==> config.mk <==
export PLATFORM = sky130hd
export DESIGN_NAME = rggen_waited_register_array
export DESIGN_NICKNAME = d
export VERILOG_FILES = /design/src/rtl/rggen_rtl_pkg.sv /design/src/rtl/rggen_address_range_decoder.sv /design/src/rtl/rggen_waited_register_array.sv
export SDC_FILE = /design/constraint.sdc
export NUM_CORES = 1
export LEC_CHECK = 0
export CORE_MARGIN = 1.5
export CORE_UTILIZATION = 54
export CTS_CLUSTER_SIZE = 16
export DETAILED_ROUTE_END_ITERATION = 7
export PLACE_DENSITY = 0.86
export SLEW_MARGIN = 20
export SYNTH_ARGS = -nofsm -noshare
export SYNTH_HDL_FRONTEND = slang
export SYNTH_HIERARCHICAL = 1
export SYNTH_SLANG_ARGS = --single-unit
==> constraint.sdc <==
create_clock -name i_clk -period 12.4 [get_ports i_clk]
set_input_delay 1.86 -clock i_clk [delete_from_list [all_inputs] [get_ports i_clk]]
set_output_delay 1.86 -clock i_clk [all_outputs]
set_load 0.05 [all_outputs]
==> src/rtl/rggen_rtl_pkg.sv <==
// Shared definitions for the register-array blocks.
//   rggen_status          : access response code returned on o_status.
//   rggen_access_state_e  : access FSM states (idle / wait states / response).
//   rggen_index_width     : entry-index width for a given depth (minimum 1).
package rggen_rtl_pkg;

  typedef enum logic [1:0] {
    RGGEN_OKAY         = 2'b00,
    RGGEN_EXOKAY       = 2'b01,
    RGGEN_SLAVE_ERROR  = 2'b10,
    RGGEN_DECODE_ERROR = 2'b11
  } rggen_status;

  typedef enum logic [1:0] {
    RGGEN_IDLE    = 2'b00,
    RGGEN_WAIT    = 2'b01,
    RGGEN_RESPOND = 2'b10
  } rggen_access_state_e;

  function automatic int rggen_index_width(int depth);
    return (depth > 1) ? $clog2(depth) : 1;
  endfunction

endpackage

==> src/rtl/rggen_address_range_decoder.sv <==
// Word-address range decoder for a block of DEPTH consecutive entries.
//   i_address : byte address
//   o_select  : address falls inside [START_ADDRESS, START_ADDRESS + DEPTH words)
//   o_index   : entry index (word address minus start word address)
module rggen_address_range_decoder
  import rggen_rtl_pkg::*;
#(
  parameter int                     ADDRESS_WIDTH = 16,
  parameter int                     DATA_WIDTH    = 32,
  parameter bit [ADDRESS_WIDTH-1:0] START_ADDRESS = '0,
  parameter int                     DEPTH         = 4
)(
  input  logic [ADDRESS_WIDTH-1:0]            i_address,
  output logic                                o_select,
  output logic [rggen_index_width(DEPTH)-1:0] o_index
);

  localparam int IW    = rggen_index_width(DEPTH);
  localparam int SHIFT = $clog2(DATA_WIDTH / 8);

  // One extra bit so the subtraction borrow and the limit never wrap.
  localparam logic [ADDRESS_WIDTH:0] SADDR = {1'b0, START_ADDRESS >> SHIFT};
  localparam logic [ADDRESS_WIDTH:0] LIMIT = (ADDRESS_WIDTH + 1)'(DEPTH);

  logic [ADDRESS_WIDTH:0] word_addr;
  logic [ADDRESS_WIDTH:0] offset;

  assign word_addr = {1'b0, i_address >> SHIFT};
  assign offset    = word_addr - SADDR;
  assign o_select  = (word_addr >= SADDR) && (offset < LIMIT);
  assign o_index   = offset[IW-1:0];

endmodule

==> src/rtl/rggen_waited_register_array.sv <==
// Array of DEPTH identical registers behind a request/ready access port with
// a fixed number of wait states per access.
//   i_request/i_address/i_write/i_write_data/i_strobe : access request (held until o_ready)
//   o_select    : combinational address hit
//   o_ready     : one-cycle completion pulse, WAIT_CYCLES+1 cycles after acceptance
//   o_status    : OKAY, or SLAVE_ERROR when the access type has no implemented bits
//   o_read_data : read data, zero whenever o_ready is low
//   o_value     : all entries, entry n at [n*DATA_WIDTH +: DATA_WIDTH]
module rggen_waited_register_array
  import rggen_rtl_pkg::*;
#(
  parameter int                     ADDRESS_WIDTH = 16,
  parameter bit [ADDRESS_WIDTH-1:0] START_ADDRESS = '0,
  parameter int                     DATA_WIDTH    = 32,
  parameter int                     DEPTH         = 4,
  parameter bit [DATA_WIDTH-1:0]    VALID_BITS    = '1,
  parameter bit [DATA_WIDTH-1:0]    READABLE_BITS = '1,
  parameter bit [DATA_WIDTH-1:0]    WRITABLE_BITS = '1,
  parameter bit [DATA_WIDTH-1:0]    INITIAL_VALUE = '0,
  parameter int                     WAIT_CYCLES   = 0
)(
  input  logic                          i_clk,
  input  logic                          i_rst,
  input  logic                          i_request,
  input  logic [ADDRESS_WIDTH-1:0]      i_address,
  input  logic                          i_write,
  input  logic [DATA_WIDTH-1:0]         i_write_data,
  input  logic [DATA_WIDTH/8-1:0]       i_strobe,
  output logic                          o_select,
  output logic                          o_ready,
  output logic [1:0]                    o_status,
  output logic [DATA_WIDTH-1:0]         o_read_data,
  output logic [DEPTH*DATA_WIDTH-1:0]   o_value
);

  localparam int IW = rggen_index_width(DEPTH);
  localparam int SW = DATA_WIDTH / 8;

  localparam logic [DATA_WIDTH-1:0] WR_MASK = WRITABLE_BITS & VALID_BITS;
  localparam logic [DATA_WIDTH-1:0] RD_MASK = READABLE_BITS & VALID_BITS;
  localparam logic [DATA_WIDTH-1:0] INIT    = INITIAL_VALUE & VALID_BITS;

  logic          select;
  logic [IW-1:0] index;

  rggen_address_range_decoder #(
    .ADDRESS_WIDTH (ADDRESS_WIDTH),
    .DATA_WIDTH    (DATA_WIDTH),
    .START_ADDRESS (START_ADDRESS),
    .DEPTH         (DEPTH)
  ) u_decoder (
    .i_address (i_address),
    .o_select  (select),
    .o_index   (index)
  );

  assign o_select = select;

  rggen_access_state_e                  state_q,  state_d;
  logic [3:0]                           count_q,  count_d;
  logic [IW-1:0]                        index_q,  index_d;
  logic                                 write_q,  write_d;
  logic [DATA_WIDTH-1:0]                wdata_q,  wdata_d;
  logic [SW-1:0]                        strobe_q, strobe_d;
  logic                                 ready_q,  ready_d;
  rggen_status                          status_q, status_d;
  logic [DATA_WIDTH-1:0]                rdata_q,  rdata_d;
  logic [DEPTH-1:0][DATA_WIDTH-1:0]     value_q,  value_d;

  // With zero wait states the response is prepared in the accepting cycle,
  // before the access fields have been latched.
  logic [IW-1:0]         rsp_index;
  logic                  rsp_write;
  logic [DATA_WIDTH-1:0] bit_en;

  assign rsp_index = (state_q == RGGEN_IDLE) ? index   : index_q;
  assign rsp_write = (state_q == RGGEN_IDLE) ? i_write : write_q;

  always_comb begin
    bit_en = '0;
    for (int b = 0; b < DATA_WIDTH; b++) bit_en[b] = strobe_q[b/8];
  end

  always_comb begin
    state_d  = state_q;
    count_d  = count_q;
    index_d  = index_q;
    write_d  = write_q;
    wdata_d  = wdata_q;
    strobe_d = strobe_q;
    value_d  = value_q;
    ready_d  = 1'b0;
    status_d = RGGEN_OKAY;
    rdata_d  = '0;
    case (state_q)
      RGGEN_IDLE: begin
        if (i_request && select) begin
          index_d  = index;
          write_d  = i_write;
          wdata_d  = i_write_data;
          strobe_d = i_strobe;
          if (WAIT_CYCLES > 0) begin
            state_d = RGGEN_WAIT;
            count_d = 4'(WAIT_CYCLES - 1);
          end else begin
            state_d = RGGEN_RESPOND;
          end
        end
      end
      RGGEN_WAIT: begin
        if (count_q == 4'd0) state_d = RGGEN_RESPOND;
        else                 count_d = count_q - 4'd1;
      end
      RGGEN_RESPOND: begin
        state_d = RGGEN_IDLE;
        if (write_q && (WR_MASK != '0)) begin
          value_d[index_q] = (value_q[index_q] & ~(bit_en & WR_MASK))
                           | (wdata_q & bit_en & WR_MASK);
        end
      end
      default: state_d = RGGEN_IDLE;
    endcase

    // Response outputs are registered on entry to RESPOND.
    if (state_d == RGGEN_RESPOND && state_q != RGGEN_RESPOND) begin
      ready_d = 1'b1;
      if (rsp_write) begin
        if (WR_MASK == '0) status_d = RGGEN_SLAVE_ERROR;
      end else if (RD_MASK == '0) begin
        status_d = RGGEN_SLAVE_ERROR;
      end else begin
        rdata_d = value_q[rsp_index] & RD_MASK;
      end
    end
  end

  always_ff @(posedge i_clk or posedge i_rst) begin
    if (i_rst) begin
      state_q  <= RGGEN_IDLE;
      count_q  <= '0;
      index_q  <= '0;
      write_q  <= 1'b0;
      wdata_q  <= '0;
      strobe_q <= '0;
      ready_q  <= 1'b0;
      status_q <= RGGEN_OKAY;
      rdata_q  <= '0;
      value_q  <= {DEPTH{INIT}};
    end else begin
      state_q  <= state_d;
      count_q  <= count_d;
      index_q  <= index_d;
      write_q  <= write_d;
      wdata_q  <= wdata_d;
      strobe_q <= strobe_d;
      ready_q  <= ready_d;
      status_q <= status_d;
      rdata_q  <= rdata_d;
      value_q  <= value_d;
    end
  end

  assign o_ready     = ready_q;
  assign o_status    = status_q;
  assign o_read_data = rdata_q;
  assign o_value     = value_q;

endmodule
==> Word-level counts from Yosys, hierarchy flattened <==
Cells that the tools add are included.
{ "totals": {"regBits": 206, "latchBits": 0, "ram_bits": 0, "rom_bits": 0, "input_bits": 56, "elab_cells": 51, "memories": 0} }
{ "op_classes": {"add_sub_neg": 1, "n_mul": 0, "div": 0, "order_cmp": 5, "eq_ne": 4, "shifts": 0, "muxes": 15, "bitwise": 5, "n_reduce_logical": 9} }
{ "ops": {"columns": ["operator", "n"], "rows": [
  ["$mux 32", 5],
  ["$bmux 32 s2", 2],
  ["$bwmux 128", 1],
  ["$and 32x32->32", 2],
  ["$demux 32 s2", 1],
  ["$not 32->32", 1],
  ["$or 32x32->32", 1],
  ["$ge 14x1->1 const B", 1],
  ["$lt 14x3->1 const B", 1],
  ["$lt 2x3->1 const B", 2],
  ["$mux 2", 3],
  ["$reduce_and 2->1", 3],
  ["$eq 2x2->1 const B", 2],
  ["$logic_and 1x1->1", 4],
  ["$logic_not 4->1", 1],
  ["$pmux 2 s2", 1],
  ["$sub 4x1->4 const B", 1],
  ["$eq 2x1->1 const B", 1],
  ["$ge 2x1->1 const B", 1],
  ["$logic_not 2->1", 1],
  ["$mux 1", 2],
  ["$ne 2x2->1 const B", 1],
  ["$not 1->1", 1]
]} }

==> Logic depth before layout (Yosys ltp) <==
{ "depth": {"word_depth": 8, "mapped_depth": 8} }

==> Cells and area by module <==
Netlist, hierarchy kept.
{ "modules_own_cells": {"columns": ["module", "n_inst", "cells_each", "area_per_inst_um2"], "rows": [
  ["rggen_waited_register_array", 1, 716, 9165.0],
  ["rggen_address_range_decoder", 1, 6, 40.0]
]} }

==> Worst setup path before layout <==
No wires, ideal clock.
{ "synth_timing": {"path_kind": "in2out", "start": "input port i_address[14]", "end": "output port o_select", "arrival_time_ns": 2.578, "path_slack_ns": 7.962, "cell_stages": 2, "path_buffers": 0, "path_cell_list": "nor4_1 -> and3_1"} }
{ "synth_via": {"elab_chain_cells": 2, "word_cells_on_any_way": 3} }
{ "synth_lines": {"columns": ["element", "line", "rtl"], "rows": [
  ["from (decl)", "rggen_waited_register_array.sv:25", "input logic [ADDRESS_WIDTH-1:0] i_address,"],
  ["$ge 14x1->1 or $lt 14x3->1 (tied branches)", "rggen_address_range_decoder.sv:30", "assign o_select = (word_addr >= SADDR) && (offset < LIMIT);"],
  ["$logic_and 1x1->1 (*)", "rggen_address_range_decoder.sv:30", null],
  ["to (decl)", "rggen_waited_register_array.sv:29", "output logic o_select,"]
]} }
Mark *: on every way between the ends. The rest lies on a longest branch, timed or not.

==> Final worst setup path <==
{ "layout_timing": {"start": "input port i_address[10]", "end": "output port o_select"} }
Same word-level chain as after synthesis.

==> summary.md <==
| Metric | Value |
|---|---|
| R2R Setup Slk | `approximately 9.5 ns` |
| Minimum clock period | `5.424 ns` |
| # clock sinks | `approximately 200` |
| Fraction of registers with async set/reset | `100.0%` |
| Worst-margin pin slew | `1.109 ns` |
| Initial antenna violation count | `0` |
| Most area-consuming cells after synthesis | `dfrtp_1 (56%), mux4_2 (16%), mux2_2 (4.8%)` |
| Largest family of logic cells by synthesized area | `multiplexers` |
| Leakage | `about 5.1 nW` |
| DRC viols | `0` |
| CTS root buf | `clkbuf_16` |
| Vias in the first global route | `~6,800` |
| Maxcap violations | `0` |
| CP dominant cell by count | `clkdlybuf4s50_1` |
| First-pass GRT wire length | `around 37 mm` |
| Worst Path Arrival | `roughly 3.6 ns` |
| Kind of critical path | `input port to output pin` |
| # rows | `47` |
| Vias per inst | `roughly 5.8` |
| TritonRoute pass-1 iters | `5` |
| Synthesized instance count | `approximately 720` |
| Multiplexer area fraction after synthesis | `roughly a quarter` |
| Adder-cell area share of the yosys netlist | `0.1359%` |
| CP peak stage delay | `roughly 0.80 ns` |
| Final worst setup slack | `6.976 ns` |
| Worst path cell trace | `clkdlybuf4s50_1 -> nor4_1 -> and3_1 -> clkdlybuf4s50_1` |
| Critical Path Start | `i_address[10]` |
| Top delay family on crit path | `buffers and inverters` |
| Final Hold Vio Count | `0` |
| Setup repair bufs after CTS | `0` |
| Fillers | `about 1,100` |
| Post-Syn Area | `~0.0092 mm^2` |
| Switching Fraction | `20.43%` |
| Cell Pwr Density | `108.1 mW/mm^2` |
| GRT Residual Overflow | `0` |
| Worst reg2reg path depth | `4` |
| Post-Route Setup TNS | `0 ns` |
| Slowest CP cell | `clkdlybuf4s50_1` |
| FMAX | `about 180 MHz` |
| Port Buffers | `around 220` |
| Clock power share | `around 45%` |
| Worst-Skew Late Latency | `about 0.48 ns` |
| P_int | `1.045 mW` |
| Worst Hold Class | `register to register` |
| Simple-gate share of the synthesized area | `under 10%` |
| I/O pin count | `220` |
| Die area | `0.01784 mm^2` |
| Final Cycle Share | `43.74%` |
| Iter 0 DRT Violations | `about 330` |
| Buffers and inverters on the worst path | `2` |
| Run status | `finished clean` |
| Post-synth top cells | `dfrtp_1 (206), nand2_1 (68), nor2_1 (67), a21oi_1 (66), o21ai_0 (65)` |
| Count leader, synth | `dfrtp_1` |
| Count of state elements after synthesis | `206` |
| CP Max Fanout | `2` |
| Complex-gate fraction of the synthesized area | `under 10%` |
| Final instance area | `about 0.012 mm^2` |
| Pins Over Slew Limit | `0` |
| Peak VDD IR | `between 0.09 and 0.1 mV` |
| Sequential cell area fraction in the yosys report | `56.00%` |
| Yosys top cell area share | `roughly 56%` |
| Number of buffers created by CTS | `21` |
| Crit path to | `o_select` |
| Area after DPL | `0.01150 mm^2` |
| RSZ-0062 raised after global routing | `no` |
| Largest net degree at the start of global routing | `roughly 140` |
| Die Height | `~130 um` |
| Final WL | `around 24 mm` |
| Routed Antenna Nets | `0` |
| Overall global routing resource usage | `a little over a quarter` |
| Worst hold stages | `1` |
| CTS hold repair buffers | `0` |
| Register clock-pin slew on the reported worst setup and hold paths | `approximately 0.050 ns` |
| Reg-to-reg critical path startpoint | `index_q[1]` |
| Clock skew | `between 0.009 and 0.01 ns` |
| R2r endpoint | `o_value[78]` |
| Relative slew margins | `around a quarter` |
| PostCTS Resize Cnt | `0` |
| H-tree depth | `1` |
| Hpwl dp | `around 15 mm` |
| Fin nets | `974` |
| Setup crit start kind | `input port` |
| Core Area | `around 0.017 mm^2` |
| Synth Area in XOR/XNOR | `0.1903%` |
| Crit path depth | `4` |
| Initial Util | `a little under three fifths` |
| Pre-CTS WS | `around 7.0 ns` |
| Sequential share of power | `between 50% and 60%` |
| Final setup vio count | `0` |
| Final Util | `about 73%` |
| Longest Clk Path Bufs | `3` |
| Drt wl/cell | `roughly 21 um` |
| Netlist cell types | `32` |
| Yosys warning count | `6` |
| Post-synth EDFFs | `0` |
| Ant diodes | `0` |
| Layout cells sized above 1 | `approximately 16%` |
| Logic pwr share | `3.4%` |
| Vias | `between 6,000 and 7,000` |
| Synth Flop Type | `dfrtp_1` |
| CTS tree | `done` |
| Switching power total | `between 0.2 and 0.3 mW` |
| Area grow syn2layout | `31.90%` |
| Area leader, netlist | `dfrtp_1` |
| Chip Width | `roughly 130 um` |
| Post-layout total power | `~1.3 mW` |
| Syn Area/Cell | `around 13 um^2` |
| Setup crit end kind | `output pin` |
| Routability Congestion | `about 0.80` |
| Worst EP required | `approximately 11 ns` |
==> power groups by stage <==
stage / Combinational [mW] / Clock (mW) / Sequential [mW]
6_report: 0.0445 / 0.595 / 0.674
5_1_grt: 0.0490 / 0.628 / 0.673
4_1_cts: 0.0458 / 0.604 / 0.674
3_5_place_dp: 0.0456 / 0 / 0.686
3_3_place_gp: 0.0452 / 0 / 0.686
2_1_floorplan: 0.0233 / 0 / 0.685
==> stage by stage <==
step / instances / hold slack, ns
3_5_place_dp: 1113 / 0.4955
4_1_cts: 1144 / 0.5090
3_3_place_gp: 1113 / 0.4919
2_1_floorplan: 723 / 0.4791
5_1_grt: 1145 / 0.5127
6_report: 1145 / 0.5037
==> metal layers <==
| layer | global-route usage [%] | vias up | routed length, um | part of all wire [%] |
|---|---|---|---|---|
| met2 | 46.75 | 260 | 12060 | 51 |
| met4 | 6.341 | 0 | 461 | 1.9 |
| met3 | 5.784 | 36 | 1744 | 7.4 |
| li1 | - | 2960 | - | - |
| met1 | 35.73 | 3408 | 9444 | 40 |
| met5 | 0 | - | 0 | 0 |
==> worst min path at each step <==
stage                     slack, ns   startpoint           to
after detailed placement       0.50  wdata_q[30]  wdata_q[30]
after floorplan                0.48   count_q[3]   count_q[3]
after global placement         0.49  wdata_q[22]  wdata_q[22]
after global routing           0.51   wdata_q[8]   wdata_q[8]
after CTS                      0.51   wdata_q[8]   wdata_q[8]
final                          0.50   wdata_q[8]   wdata_q[8]
==> flip-flops by register name, summed over array words and instances (netlist names) <==
name,flops
index_q,2
count_q,4
strobe_q,4
o_ready,1
wdata_q,32
write_q,1
o_value,128
o_read_data,32
state_q,2
==> cell type report <==
| class | instances | area (um^2) | area share [%] |
|---|---|---|---|
| clock buffer | 29 | 595.6 | 4.905 |
| clock inverter | 2 | 35.03 | 0.2885 |
| inverter | 3 | 18.77 | 0.1546 |
| multi-input combinational | 459 | 3821 | 31.47 |
| sequential | 206 | 5157 | 42.48 |
| tap | 220 | 275.3 | 2.267 |
| timing repair buffer | 226 | 2238 | 18.44 |
==> cells in the final DEF (no fill, tap or decap), types with 10 or more instances in the layout <==
| cell | count |
|---|---|
| clkbuf_16 | 21 |
| mux4_2 | 64 |
| o21ai_0 | 65 |
| nor2_1 | 67 |
| mux2i_1 | 32 |
| mux2_2 | 39 |
| clkdlybuf4s50_1 | 215 |
| a21oi_1 | 66 |
| buf_4 | 10 |
| nand2_1 | 68 |
| dfrtp_1 | 204 |
| nor2b_1 | 34 |
==> cells by family (layout without fill, tap and decap cells) <==
logic type,count (synthesis),count (layout)
flops,206,206
mux,137,137
compound gates,134,134
xor+xnor,2,2
simple gates,183,183
fa+ha+maj,1,1
other cells,1,2
buf+inv,58,260
Power figures use the tool's default switching activity.
